$ cat config.mk
export PLATFORM = sky130hd
export DESIGN_NAME = player_motion_flat
export DESIGN_NICKNAME = d
export VERILOG_FILES = /design/src/rtl/contra_pkg.sv /design/src/rtl/player_motion_if.sv /design/src/rtl/frame_tick_gen.sv /design/src/rtl/player_motion.sv /design/src/flat_wrapper.sv
export SDC_FILE = /design/constraint.sdc
export NUM_CORES = 1
export LEC_CHECK = 0
export BUFFER_PORTS_ARGS = -buffer_cell sky130_fd_sc_hd__buf_2
export CAP_MARGIN = 10
export CELL_PAD_IN_SITES_DETAIL_PLACEMENT = 1
export CELL_PAD_IN_SITES_GLOBAL_PLACEMENT = 1
export CORE_ASPECT_RATIO = 1.25
export CORE_UTILIZATION = 43
export DETAILED_ROUTE_END_ITERATION = 7
export PLACE_DENSITY = 0.8
export SYNTH_ARGS = -nofsm -noshare
export SYNTH_HDL_FRONTEND = slang
export SYNTH_SLANG_ARGS = --single-unit
$ cat constraint.sdc
create_clock -name Clk -period 4.05 [get_ports Clk]
set_input_delay 0.2025 -clock Clk [delete_from_list [all_inputs] [get_ports Clk]]
set_output_delay 0.2025 -clock Clk [all_outputs]
set_load 0.005 [all_outputs]
$ cat src/rtl/contra_pkg.sv
// Shared types and screen/level geometry for the player and tile stages.
package contra_pkg;

  typedef enum logic [1:0] {
    GROUND,
    JUMP,
    FALL,
    DEAD
  } player_state_t;

  localparam int TILE_SIZE = 96;
  localparam int SCREEN_W  = 640;
  localparam int SCREEN_H  = 480;
  localparam int LEVEL_W   = 3840;
  localparam int NO_FLOOR  = 540;

endpackage

$ cat src/rtl/player_motion_if.sv
// Key inputs, ground height and registered kinematics outputs.
interface player_motion_if;
  import contra_pkg::*;

  logic       left;
  logic       right;
  logic       jump;
  logic [9:0] p_Y_max;
  logic [9:0] playerX;
  logic [9:0] playerY;
  logic [11:0] progress;
  logic       on_ground;
  logic       dead;

  modport master (
    output left, right, jump, p_Y_max,
    input  playerX, playerY, progress,
    input  on_ground, dead
  );

  modport slave (
    input  left, right, jump, p_Y_max,
    output playerX, playerY, progress,
    output on_ground, dead
  );

endinterface

$ cat src/rtl/frame_tick_gen.sv
// Synchronizes the vsync-rate level and emits a one-cycle rising-edge pulse.
module frame_tick_gen (
  input  logic Clk,
  input  logic Reset,
  input  logic frame_clk,
  output logic tick
);

  logic [2:0] sync;

  always_ff @(posedge Clk) begin
    if (Reset) sync <= '0;
    else       sync <= {sync[1:0], frame_clk};
  end

  assign tick = sync[1] & ~sync[2];

endmodule

$ cat src/rtl/player_motion.sv
// Per-frame player kinematics: vertical FSM, horizontal move and scroll.
module player_motion
  import contra_pkg::*;
#(
  parameter int X_START  = 64,
  parameter int X_SCROLL = 320,
  parameter int X_MAX    = 608,
  parameter int PROG_MAX = 3200,
  parameter int H_SPEED  = 2,
  parameter int JUMP_V   = 12,
  parameter int V_MAX    = 8,
  parameter int Y_DEAD   = 480
) (
  input  logic Clk,
  input  logic Reset,
  input  logic frame_clk,
  player_motion_if.slave bus
);

  localparam logic signed [10:0] YD = 11'(Y_DEAD);
  localparam logic signed [5:0]  VM = 6'(V_MAX);
  localparam logic signed [5:0]  JV = 6'(JUMP_V);

  logic tick;

  player_state_t     state, state_n;
  logic signed [5:0] vy, vy_n, vy_inc, vy_fall;
  logic [9:0]        x, x_n, y, y_n;
  logic [11:0]       prog, prog_n;
  logic signed [10:0] next_y, py;

  frame_tick_gen u_tick (
    .Clk      (Clk),
    .Reset    (Reset),
    .frame_clk(frame_clk),
    .tick     (tick)
  );

  assign next_y  = $signed({1'b0, y}) + {{5{vy[5]}}, vy};
  assign py      = $signed({1'b0, bus.p_Y_max});
  assign vy_inc  = vy + 6'sd1;
  assign vy_fall = (vy >= VM) ? VM : vy_inc;

  always_comb begin
    state_n = state;
    vy_n    = vy;
    y_n     = y;
    x_n     = x;
    prog_n  = prog;

    unique case (state)
      GROUND: begin
        if (bus.jump) begin
          vy_n    = -JV;
          state_n = JUMP;
        end else if (bus.p_Y_max > y) begin
          vy_n    = '0;
          state_n = FALL;
        end
      end
      JUMP: begin
        y_n  = next_y[10] ? '0 : next_y[9:0];
        vy_n = vy_inc;
        if (!vy_inc[5]) state_n = FALL;
      end
      FALL: begin
        vy_n = vy_fall;
        if (next_y >= py && bus.p_Y_max < 10'(Y_DEAD)) begin
          y_n     = bus.p_Y_max;
          vy_n    = '0;
          state_n = GROUND;
        end else if (next_y >= YD) begin
          y_n     = 10'(Y_DEAD);
          state_n = DEAD;
        end else begin
          y_n = next_y[9:0];
        end
      end
      DEAD: ;
    endcase

    // Scroll takes priority over moving right once the player is mid-screen.
    if (state != DEAD) begin
      unique case (1'b1)
        (bus.right & ~bus.left): begin
          if (x >= 10'(X_SCROLL) && prog < 12'(PROG_MAX))
            prog_n = (prog >= 12'(PROG_MAX - H_SPEED)) ?
                     12'(PROG_MAX) : prog + 12'(H_SPEED);
          else
            x_n = (x >= 10'(X_MAX - H_SPEED)) ?
                  10'(X_MAX) : x + 10'(H_SPEED);
        end
        (bus.left & ~bus.right):
          x_n = (x < 10'(H_SPEED)) ? '0 : x - 10'(H_SPEED);
        default: ;
      endcase
    end
  end

  always_ff @(posedge Clk) begin
    if (Reset) begin
      state <= FALL;
      vy    <= '0;
      x     <= 10'(X_START);
      y     <= '0;
      prog  <= '0;
    end else if (tick) begin
      state <= state_n;
      vy    <= vy_n;
      x     <= x_n;
      y     <= y_n;
      prog  <= prog_n;
    end
  end

  assign bus.playerX   = x;
  assign bus.playerY   = y;
  assign bus.progress  = prog;
  assign bus.on_ground = (state == GROUND);
  assign bus.dead      = (state == DEAD);

endmodule

$ cat src/flat_wrapper.sv
// flat-port wrapper written by rule: the top's interface ports become plain ports
module player_motion_flat import contra_pkg::*;
#(
  parameter int X_START  = 64,
  parameter int X_SCROLL = 320,
  parameter int X_MAX    = 608,
  parameter int PROG_MAX = 3200,
  parameter int H_SPEED  = 2,
  parameter int JUMP_V   = 12,
  parameter int V_MAX    = 8,
  parameter int Y_DEAD   = 480
)
  (Clk, Reset, frame_clk, bus_left, bus_right, bus_jump, bus_p_Y_max, bus_playerX, bus_playerY, bus_progress, bus_on_ground, bus_dead);
  player_motion_if bus_i ();
  input  logic Clk;
  input  logic Reset;
  input  logic frame_clk;
  input wire logic [$bits(bus_i.left)-1:0] bus_left;
  input wire logic [$bits(bus_i.right)-1:0] bus_right;
  input wire logic [$bits(bus_i.jump)-1:0] bus_jump;
  input wire logic [$bits(bus_i.p_Y_max)-1:0] bus_p_Y_max;
  output wire logic [$bits(bus_i.playerX)-1:0] bus_playerX;
  output wire logic [$bits(bus_i.playerY)-1:0] bus_playerY;
  output wire logic [$bits(bus_i.progress)-1:0] bus_progress;
  output wire logic [$bits(bus_i.on_ground)-1:0] bus_on_ground;
  output wire logic [$bits(bus_i.dead)-1:0] bus_dead;
  assign bus_i.left = bus_left;
  assign bus_i.right = bus_right;
  assign bus_i.jump = bus_jump;
  assign bus_i.p_Y_max = bus_p_Y_max;
  assign bus_playerX = bus_i.playerX;
  assign bus_playerY = bus_i.playerY;
  assign bus_progress = bus_i.progress;
  assign bus_on_ground = bus_i.on_ground;
  assign bus_dead = bus_i.dead;
  player_motion #(.X_START(X_START), .X_SCROLL(X_SCROLL), .X_MAX(X_MAX), .PROG_MAX(PROG_MAX), .H_SPEED(H_SPEED), .JUMP_V(JUMP_V), .V_MAX(V_MAX), .Y_DEAD(Y_DEAD)) u_core (.Clk(Clk), .Reset(Reset), .frame_clk(frame_clk), .bus(bus_i));
endmodule
### Word level (Yosys, flattened, before mapping)

Index checks and enable logic that the tools add are counted.

| word-level totals | value |
|---|---|
| bits in registers | 43 |
| latch bits | 0 |
| RAM bits | 0 |
| bits in read-only memories | 0 |
| input port bits | 16 |
| memories | 0 |

| cells by class | value |
|---|---|
| $add $sub $neg | 5 |
| multiply operators | 0 |
| div/mod/pow operators | 0 |
| magnitude comparators | 10 |
| eq/ne operators | 8 |
| shift-type cells | 0 |
| mux-type cells | 20 |
| bitwise gates (word level) | 6 |
| reduce and logical (&&, ||, !) cells | 11 |

Operators with widths:

| kind | number |
|---|---|
| 2-to-1 mux 10 bit | 6 |
| case mux 10 bit (2 select lines) | 2 |
| 2-to-1 mux 6 bit | 4 |
| case mux 6 bit (3 select lines) | 1 |
| adder 12 x 2 -> 12 bit, second input constant | 1 |
| >= comparator 12 bit, second input constant | 1 |
| less-than comparator 12 bit, second input constant | 1 |
| 2-to-1 mux 12 bit | 1 |
| adder 10 x 11 -> 11 bit | 1 |
| >= comparator 11 x 10 -> 1 bit, second input constant | 1 |
| >= comparator 11 bit | 1 |
| adder 10 x 2 -> 10 bit, second input constant | 1 |
| >= comparator 10 bit, second input constant | 1 |
| >= comparator 10 x 9 -> 1 bit, second input constant | 1 |
| > comparator 10 bit | 1 |
| less-than comparator 10 x 2 -> 1 bit, second input constant | 1 |
| less-than comparator 10 x 9 -> 1 bit, second input constant | 1 |
| 2-to-1 mux 2 bit | 5 |
| subtractor 10 x 2 -> 10 bit, second input constant | 1 |
| AND reduction 4 bit | 2 |
| adder 6 x 2 -> 6 bit, second input constant | 1 |
| >= comparator 6 x 5 -> 1 bit, second input constant | 1 |
| != test 2 bit, second input constant | 3 |
| case mux 2 bit (3 select lines) | 1 |
| other kinds (13) | 20 |

### Logic depth before layout (Yosys ltp)

Gate-level depths: netlist of the first run.

| logic depth | value |
|---|---|
| word-level depth | 5 |
| gate-level depth with buffers | 16 |
| gate-level depth less buffers | 16 |

### Hierarchy

Synthesis of the first run repeated with hierarchy kept, for this count alone.

| second synthesis, totals | value |
|---|---|
| cells, all modules | 471 |
| area, all modules | 3763.6 µm² |

By module, submodules not included:

| module | instances | cells each | area an instance (µm²) | seq. area each (µm²) |
|---|---|---|---|---|
| player_motion | 1 | 464 | 3676.0 | 760.7 |
| frame_tick_gen | 1 | 7 | 87.6 | 60.1 |

### Worst setup path before layout of the first run

Ideal clock, no wire load.

| path | value |
|---|---|
| path kind | reg2reg |
| start point | register u_core.vy[5] |
| end point | register u_core.y[1], in the netlist u_core.bus.playerY[1] |
| setup time | 0.086 ns |
| arrival | 3.456 ns |
| data required time | 3.964 ns |
| setup slack | 0.507 ns |
| stages on the path, launching flop included | 17 |
| buffers on the path | 1 |
| period minus slack after synthesis | 3.543 ns |
| cells stage by stage | dfxtp_1 -> ha_1 -> buf_6 -> a21oi_1 -> nand2_1 -> o2111a_1 -> or3_4 -> and2_1 -> ha_1 -> nor4_1 -> o21ai_0 -> a21oi_1 -> nor3_1 -> a21oi_4 -> a21oi_2 -> or3_1 -> a221oi_2 |

| between the ends | value |
|---|---|
| cells in the longest elaborated chain, start to end | 5 |
| elaborated cells on any way between the ends | 8 |
| classes of those cells | add/sub: 1; order compare: 2; mux: 4; reduce/logical: 1 |

Ends and longest elaborated chain:

| item | RTL line | source |
|---|---|---|
| start, declared | player_motion.sv:27 | `logic signed [5:0] vy, vy_n, vy_inc, vy_fall;` |
| start signal, assigned | player_motion.sv:109 | `vy <= vy_n;` |
| adder 10 x 11 -> 11 bit (*) | player_motion.sv:39 | `assign next_y = $signed({1'b0, y}) + {{5{vy[5]}}, vy};` |
| >= comparator 11 x 10 -> 1 bit / >= comparator 11 bit (equally long branches) | player_motion.sv:72, player_motion.sv:68 |  |
| 2-to-1 mux 10 bit / logical AND 1 bit (equally long branches) | player_motion.sv:72, player_motion.sv:68 |  |
| 2-to-1 mux 10 bit | player_motion.sv:68 | `if (next_y >= py && bus.p_Y_max < 10'(Y_DEAD)) begin` |
| case mux 10 bit (2 select lines) (*) | player_motion.sv:51 | `unique case (state)` |
| end signal, assigned | player_motion.sv:111 | `y <= y_n;` |
| end, declared | player_motion.sv:28 | `logic [9:0] x, x_n, y, y_n;` |

Mark *: on every way between the ends. The rest lies on a longest branch, timed or not.
A chain may end at the register's enable or synchronous reset.

### Worst setup path after layout of the first run

| path | value |
|---|---|
| start point | register u_core.y[1], in the netlist u_core.bus.playerY[1] |
| end point | register u_core.y[1], in the netlist u_core.bus.playerY[1] |

| between the ends | value |
|---|---|
| cells in the longest elaborated chain, start to end | 5 |
| elaborated cells on any way between the ends | 8 |
| classes of those cells | add/sub: 1; order compare: 2; mux: 4; reduce/logical: 1 |

Ends and longest elaborated chain:

| item | RTL line |
|---|---|
| adder 10 x 11 -> 11 bit (*) | player_motion.sv:39 |
| >= comparator 11 x 10 -> 1 bit / >= comparator 11 bit (equally long branches) | player_motion.sv:72, player_motion.sv:68 |
| 2-to-1 mux 10 bit / logical AND 1 bit (equally long branches) | player_motion.sv:72, player_motion.sv:68 |
| 2-to-1 mux 10 bit | player_motion.sv:68 |
| case mux 10 bit (2 select lines) (*) | player_motion.sv:51 |

Marked as above.

==> run metrics, run 1 <==
setup TNS 0 ns; share of cells above drive strength 1 15.4%; Crit. End Element flop; Die ar. 8280 sq um; worst reg2reg startpoint u_core.bus.playerY[1]$_SDFFE_PP0P_; TritonCTS sink count 41; HPWL after DPL 8010 um; total number of H-tree levels 2; HP Class primary input to flop; die width 81.6 um; clock-pin slew of the registers on the worst-case setup and hold paths 0.09 ns; Clock Skew 0.00885 ns; Synth Flop Type dfxtp_1; DR pass1 iterations 4; Remaining DRCs 0; diode count 0; routed vias 3441; via-per-instance ratio 6.03; Yosys cell types 67; Final Core Density 51.0%; sequential cell area 825 sq um; worst slew pin tran 0.922 ns; sequential share of power 41.6%; Critical Path RT 4.26 ns; Worst VDD drop 0.000189 V; Core Region 7530 sq um; root buffer cell clkbuf_8; min Tclk post-route 3.91 ns; hold_sp frame_clk; top post-synthesis cells by area dfxtp_1, ha_1, a21oi_1; DRT Wirelength 10400 um; most frequent cells in the layout buf_2, nor2_1, ha_1, dfxtp_1, inv_1; status finished, final reports clean; register area share after synthesis 24.1%; clock power share 40.5%; GRT Overall Usage 26.5%; P&R area growth vs syn 12.9%; Slew Viols, Final 0; first-pass GRT wire length 17000 um; CP Launch Type flop; largest net degree at the start of global routing 30; critical path type flop to flop; I/O Pins 50; final hold slack 0.108 ns; final hold vios 0; Synth top area share 24.1%; flops & latches, synth 41; worst skew pair latency 0.30 ns; Cells after Synth 441; switching share of power 28.2%; die height 101 um; GP Congestion 0.894; Port Buffers 47; gr ovfl total 0; Final nets 534; area leader, netlist dfxtp_1; Max FO, Critical Path 8; Peak Freq 0.256 GHz; Leak Pwr 1.69 nW; antenna violations before repair 0; unrepaired setup endpoints after global routing no; initial core utilization 45.2%; Max clock buf depth 2; wire length per cell 18.2 um; Site Rows 35; Net Sw Power 0.287 mW; CTS buffer count 5; total of max-cap violations 0; Filler cells 961; Comb pwr share 17.8%; max-slew headroom at the worst pin 37.9%; multi-input logic area 2390 sq um; DR iter-0 viols 99; yosys warns 0; hold buffer count at cts 0; Setup violations, final 0; most common cell after layout, fill and taps aside buf_2; EDFF count, synth 0; ys async rst share 0%; Pint 0.729 mW; fin crit share 96.5%; Critical path origin u_core.bus.playerY[1]$_SDFFE_PP0P_; CP arrival 4.12 ns; vias in the first global route 3484; Synth Area per Inst 7.72 sq um; cell area after synthesis 3400 sq um; CTS tree yes; ANT nets after route 0; power density over the cells 264 nW/um^2
stage by stage:
stage | cell area (sq um) | power (mW) | setup slack [ns] | std cells
2_1_floorplan | 3410 | 0.553 | 0.507 | 442
3_3_place_gp | 3680 | 0.602 | 0.288 | 563
3_5_place_dp | 3680 | 0.608 | 0.109 | 563
4_1_cts | 3810 | 1.03 | 0.0683 | 571
5_1_grt | 3840 | 1.06 | 0.00345 | 571
6_report | 3840 | 1.02 | 0.143 | 571
routing by layer:
layer | track usage, % | up-vias | routed length (um) | share of wire (%)
li1 | - | 1671 | - | -
met5 | 0 | - | 0 | 0
met4 | 11.1 | 0 | 316 | 3.0
met3 | 2.79 | 20 | 337 | 3.3
met2 | 49.5 | 74 | 5500 | 53
met1 | 30.0 | 1676 | 4210 | 41
kinds of logic after synthesis:
logic type               after synthesis  synth area share [%]
multiplexers                           1                 0.331
flip-flops                            41                  24.1
other                                  1                 0.110
buffers and inverters                 56                  6.61
AO/OA/AOI/OAI                        129                  26.2
XOR/XNOR                              20                  5.15
AND/OR/NAND/NOR                      153                  22.5
adder cells (fa/ha/maj)               40                  14.9
flip-flops by register name, indices dropped and copies added, names as in the netlist:
name and cells:
u_core.bus.progress 11, u_core.bus.playerY 10, u_core.bus.playerX 9, u_core.vy 6, u_core.u_tick.sync 3, u_core.state 2
repair_timing:
item	4_1_cts	5_1_grt
resized for setup	0	8
setup endpoints to repair	0	16
setup buffers	0	0
synth_stat cells (all sizes together), types with 2 or more instances:
cell type / instances
o211ai: 6
nand3b: 4
a221oi: 5
and2: 3
or2: 3
xor2: 7
nand2: 28
nor2: 43
o22ai: 2
nand4: 9
o21ai: 24
dfxtp: 41
a31oi: 7
nor4: 3
a21oi: 35
a21o: 5
and3: 7
o32ai: 4
or3: 4
nor3: 13
a211oi: 7
nor2b: 10
xnor2: 13
inv: 37
nand2b: 7
buf: 4
o21a: 4
o31ai: 7
o41ai: 2
clkbuf: 14
o2111a: 2
a311oi: 2
ha: 39
a22oi: 4
nand3: 17
a41oi: 3
worst max-delay path, cell delays in order (launching register included):
cell      delay, ns
dfxtp_1        0.44
ha_1           0.31
a211oi_4       0.27
nor2_1         0.12
o2111a_1       0.27
or3_4          0.39
and2_1         0.18
ha_1           0.20
nor4_1         0.27
o21ai_0        0.16
a21oi_2        0.19
nor3_2         0.11
a21oi_4        0.18
a21oi_2        0.14
or3_1          0.38
a221oi_2       0.21
worst paths after layout:
check	cells after the start	slack, ns	to
setup / recovery	15	0.14	u_core.bus.playerY[1]$_SDFFE_PP0P_
hold / removal	2	0.11	u_core.u_tick.sync[0]$_SDFF_PP0_
setup reg to reg	15	0.14	u_core.bus.playerY[1]$_SDFFE_PP0P_
hold reg to reg	1	0.47	u_core.u_tick.sync[1]$_SDFF_PP0_
final cells by class:
| cell class | instances | area share (%) |
|---|---|---|
| clock buffers | 5 | 1.79 |
| flip-flops and latches | 41 | 21.5 |
| repair buffers | 47 | 6.12 |
| well taps | 92 | 2.99 |
| multi-input cells | 345 | 62.1 |
| clock inverters | 3 | 1.79 |
| inverters | 38 | 3.71 |
power groups by stage:
stage	Clock (mW)	Sequential, mW	Combinational (mW)
6_report	0.412	0.423	0.181
5_1_grt	0.436	0.424	0.202
4_1_cts	0.426	0.422	0.178
3_5_place_dp	0	0.432	0.176
3_3_place_gp	0	0.431	0.170
2_1_floorplan	0	0.428	0.125
Note: power is estimated with default switching activity, not from simulation.
==> run 2, diff against run 1 <==
--- a/config.mk
+++ b/config.mk
@@ -10,9 +10,9 @@
 export CELL_PAD_IN_SITES_DETAIL_PLACEMENT = 1
 export CELL_PAD_IN_SITES_GLOBAL_PLACEMENT = 1
 export CORE_ASPECT_RATIO = 1.25
-export CORE_UTILIZATION = 43
+export CORE_UTILIZATION = 39
 export DETAILED_ROUTE_END_ITERATION = 7
-export PLACE_DENSITY = 0.8
+export PLACE_DENSITY = 0.74
 export SYNTH_ARGS = -nofsm -noshare
 export SYNTH_HDL_FRONTEND = slang
 export SYNTH_SLANG_ARGS = --single-unit
==> run metrics, run 2 (synthesis results as in run 1) <==
status finished, final reports clean; wire length per cell 17.7 um; Pint 0.671 mW; most used cell, CP ha_1; Worst VDD drop 0.000176 V; Comb pwr share 19.7%; sequential share of power 43.6%; CP arrival 4.10 ns; max reg flops 11; DRT Wirelength 10300 um; Final Instance Count excl. Fillers 581; die width 85.6 um; HPWL after DPL 8080 um; HP Class primary input to flop; sequential cell area 826 sq um; r2r setup slk 0.18 ns; hold buffer count at cts 0; worst reg2reg startpoint u_core.bus.playerY[1]$_SDFFE_PP0P_; first-pass GRT wire length 16900 um; post-placement cell area 3700 sq um; Filler cells 1088; Final Core Density 46.2%; critical path type flop to flop; setup TNS 0 ns; reg2reg path depth 15; ANT nets after route 0; P&R area growth vs syn 13.0%; CTS buffer count 5; WHS Path Cells 2; final instance area 3850 sq um; Top delay family on crit path simple AND/OR/NAND/NOR gates; Site Rows 37; Peak Freq 0.258 GHz; final hold slack 0.105 ns; total number of H-tree levels 2; crit path cell chain ha_1 > a211oi_2 > nor2_1 > o2111a_1 > or3_4 > and2_1 > ha_1 > nor4_1 > o21ai_0 > a21oi_1 > nor3_2 > a21oi_4 > a21oi_2 > or3_1 > a221oi_2; TritonCTS sink count 41; Final nets 539; most frequent cells in the layout buf_2, nor2_1, ha_1; largest net degree at the start of global routing 30; Hold EP u_core.u_tick.sync[0]$_SDFF_PP0_; clock power share 36.7%; most common cell after layout, fill and taps aside buf_2; DR pass1 iterations 4; reg-to-reg endpoint u_core.bus.playerY[1]$_SDFFE_PP0P_; Clock Skew 0.0120 ns; share of cells above drive strength 1 16.1%; antenna violations before repair 0; final hold vios 0; Net Sw Power 0.294 mW; Port Buffers 47; Setup violations, final 0; WP buf/inv 0; Leak Pwr 1.69 nW; Remaining DRCs 0; GRT Overall Usage 23.4%; CP max stage delay 0.39 ns; CP Launch Type flop; gr ovfl total 0; Crit. End Element flop; Max clock buf depth 2; initial core utilization 40.9%; diode count 0; Critical Path RT 4.28 ns; placed instance count 571; routed vias 3446; Slew Viols, Final 0; max-slew headroom at the worst pin 39.3%; hold_sp frame_clk; fin crit share 95.7%; switching share of power 30.5%; Die ar. 9110 sq um; CTS tree yes; worst skew pair latency 0.31 ns; root buffer cell clkbuf_8; total of max-cap violations 0; multi-input logic area 2370 sq um; worst slew pin tran 0.900 ns; power density over the cells 251 nW/um^2; vias in the first global route 3450; clock-pin slew of the registers on the worst-case setup and hold paths 0.09 ns; via-per-instance ratio 5.93; GP Congestion 0.873; min Tclk post-route 3.87 ns; die height 106 um; slowest stage cell, crit path or3_4; DR iter-0 viols 126; Max FO, Critical Path 8; Core Region 8330 sq um; I/O Pins 50
[run 2: cell count changes in the layout (fill, tap and decap cells not counted), sizes merged]
| cell | change |
|---|---|
| buf | +5 |
| inv | -1 |
| clkinv | +1 |
| bufinv | -1 |
| clkinvlp | +1 |
[run 2: timing repair]
action                     in CTS  in global routing
setup endpoints to repair       0                  5
gates resized for setup         0                  6
buffers inserted                0                  2
[run 2: through the flow]
step	power, mW	setup WS [ns]
2_1_floorplan	0.553	0.507
3_3_place_gp	0.607	0.177
3_5_place_dp	0.612	0.125
4_1_cts	0.967	0.0990
5_1_grt	1.01	-0.0224
6_report	0.964	0.176
[run 2: layout make-up]
class,instances,share of cell area [%]
clock buffer,5,1.79
clock inverter,3,1.20
inverter,38,3.71
multi-input combinational,345,61.6
sequential,41,21.5
tap,97,3.15
timing repair buffer,52,7.09
[run 2: worst max path at each step]
stage	from	to	slack, ns	cells after the start
global route	u_core.bus.playerY[1]$_SDFFE_PP0P_	u_core.bus.playerY[1]$_SDFFE_PP0P_	-0.02	15
global placement	u_core.vy[1]$_SDFFE_PP0P_	u_core.bus.playerY[1]$_SDFFE_PP0P_	0.18	15
floorplan	u_core.vy[5]$_SDFFE_PP0P_	u_core.bus.playerY[1]$_SDFFE_PP0P_	0.51	16
CTS	u_core.vy[1]$_SDFFE_PP0P_	u_core.bus.playerY[1]$_SDFFE_PP0P_	0.1	15
detailed placement	u_core.vy[1]$_SDFFE_PP0P_	u_core.bus.playerY[1]$_SDFFE_PP0P_	0.12	15
finish	u_core.bus.playerY[1]$_SDFFE_PP0P_	u_core.bus.playerY[1]$_SDFFE_PP0P_	0.18	15
[run 2: power groups by stage]
| stage | combinational, mW | clock [mW] | sequential [mW] |
|---|---|---|---|
| 6_report | 0.190 | 0.354 | 0.420 |
| 5_1_grt | 0.210 | 0.373 | 0.422 |
| 4_1_cts | 0.184 | 0.363 | 0.420 |
| 3_5_place_dp | 0.182 | 0 | 0.430 |
| 3_3_place_gp | 0.178 | 0 | 0.429 |
| 2_1_floorplan | 0.125 | 0 | 0.428 |
[run 2: routing by layer]
metal | GRT usage [%] | wire length [um]
met4 | 8.93 | 294
met5 | 0 | 0
met3 | 2.72 | 288
met2 | 45.0 | 5420
met1 | 25.8 | 4290
==> run 3, diff against run 2 <==
--- a/config.mk
+++ b/config.mk
@@ -5,7 +5,7 @@
 export SDC_FILE = /design/constraint.sdc
 export NUM_CORES = 1
 export LEC_CHECK = 0
-export BUFFER_PORTS_ARGS = -buffer_cell sky130_fd_sc_hd__buf_2
+export BUFFER_PORTS_ARGS = -buffer_cell sky130_fd_sc_hd__clkbuf_2
 export CAP_MARGIN = 10
 export CELL_PAD_IN_SITES_DETAIL_PLACEMENT = 1
 export CELL_PAD_IN_SITES_GLOBAL_PLACEMENT = 1
==> run metrics, run 3 (synthesis results as in run 1) <==
Worst VDD drop 0.000113 V; multi-input logic area 2370 sq um; ANT nets after route 0; diode count 0; HPWL after DPL 8110 um; TritonCTS sink count 41; worst skew pair latency 0.30 ns; CP Launch Type flop; CTS tree yes; min Tclk post-route 3.82 ns; via-per-instance ratio 5.90; Net Sw Power 0.287 mW; clock power share 36.3%; status finished, final reports clean; most common cell after layout, fill and taps aside clkbuf_2; GRT Overall Usage 23.5%; Filler cells 1060; Remaining DRCs 0; Slew Viols, Final 0; M3 GR Usage 2.33%; critical path type flop to flop; HP Class primary input to flop; Max clock buf depth 2; total number of H-tree levels 2; Crit. End Element flop; max-slew headroom at the worst pin 35.3%; grt peak-use layer met2; Leak Pwr 1.67 nW; met1 Use GR 25.9%; DRT Wirelength 10300 um; post-placement cell area 3710 sq um; DR pass1 iterations 4; CP max stage delay 0.43 ns; die width 85.6 um; first-pass GRT wire length 17100 um; placed instance count 572; Pint 0.667 mW; routed vias 3421; antenna violations before repair 0; largest net degree at the start of global routing 30; power density over the cells 249 nW/um^2; wire length per cell 17.7 um; unrepaired setup endpoints after global routing yes; gr ovfl total 0; total of max-cap violations 0; Port Buffers 47; most frequent cells in the layout clkbuf_2, nor2_1, dfxtp_1; r2r setup slk 0.23 ns; Max FO, Critical Path 8; clock-pin slew of the registers on the worst-case setup and hold paths 0.09 ns; initial core utilization 40.9%; PnR worst setup slack 0.229 ns; Setup violations, final 0; Core Region 8330 sq um; Final Instance Count excl. Fillers 580; final hold slack 0.119 ns; crit path cell chain ha_1 > a21oi_2 > nand2_1 > o2111a_1 > or3_4 > and2_1 > ha_1 > nor4_1 > o21ai_0 > a21oi_2 > nor3_2 > a21oi_4 > a21oi_2 > or3_1 > a221oi_2; die height 106 um; share of cells above drive strength 1 15.1%; Final nets 538; pre-CTS WS 0.142 ns; P&R area growth vs syn 12.7%; most used cell, CP a21oi_2; Peak Freq 0.262 GHz; vias in the first global route 3531; final instance area 3840 sq um; Clock Skew 0.00785 ns; CP arrival 4.04 ns; Critical Path RT 4.27 ns; Comb pwr share 19.6%; fin crit share 94.4%; sequential cell area 821 sq um; met2 Use GR 45.2%; switching share of power 30.1%; final hold vios 0; setup TNS 0 ns; Die ar. 9110 sq um; CTS buffer count 5; DR iter-0 viols 84; worst slew pin tran 0.960 ns; root buffer cell clkbuf_8; I/O Pins 50; GP Congestion 0.867; Site Rows 37; max reg flops 11; sequential share of power 44.0%; slowest stage cell, crit path ha_1
[run 3: cell types whose count changed in the layout (fill, tap and decap cells not counted), sizes merged]
cell	change
buf	-48
clkbuf	+48
clkinvlp	-1
[run 3: final cells by class]
class,instances,share of cell area (%)
Multi-Input combinational cell,345,61.9
Sequential cell,41,21.4
Timing Repair Buffer,51,6.91
Inverter,38,3.72
Tap cell,97,3.16
Clock buffer,6,1.89
Clock inverter,2,1.01
[run 3: path summary, 6_finish.rpt]
| path | to | startpoint | cells past startpoint |
|---|---|---|---|
| min | u_core.u_tick.sync[0]$_SDFF_PP0_ | frame_clk | 2 |
| min reg2reg | u_core.u_tick.sync[1]$_SDFF_PP0_ | u_core.u_tick.sync[0]$_SDFF_PP0_ | 1 |
| max | u_core.bus.playerY[1]$_SDFFE_PP0P_ | u_core.bus.playerY[6]$_SDFFE_PP0P_ | 15 |
| max reg2reg | u_core.bus.playerY[1]$_SDFFE_PP0P_ | u_core.bus.playerY[6]$_SDFFE_PP0P_ | 15 |
[run 3: metal layers]
layer	vias to the layer above	routed length, um
li1	1676	-
met4	0	367
met3	22	232
met5	-	0
met1	1658	4250
met2	65	5430
[run 3: what timing repair did]
item                                    CTS  global route
gates resized for setup                   0             3
endpoints found under the setup margin    0            12
setup buffers                             0             0
hold buffers                              0             0
[run 3: power by group through the flow]
stage	clock network [mW]	logic, mW	registers (mW)
after floorplan	0	0.125	0.428
after global placement	0	0.178	0.430
after detailed placement	0	0.184	0.430
after CTS	0.360	0.185	0.420
final	0.347	0.187	0.420
after global routing	0.374	0.210	0.422
[run 3: per-stage QoR]
stage | total power [mW] | util [%]
5_1_grt | 1.01 | 46.0
3_3_place_gp | 0.607 | 44.5
3_5_place_dp | 0.614 | 44.5
2_1_floorplan | 0.553 | -
6_report | 0.954 | 46.0
4_1_cts | 0.965 | 45.9
[run 3: critical path, delay by kind of cell (launching register included)]
kind | cells | cell delay (ns)
AOI/OAI and AO/OA | 7 | 1.34
adders and majority gates | 2 | 0.63
DFF | 1 | 0.37
and+or+nand+nor | 6 | 1.39
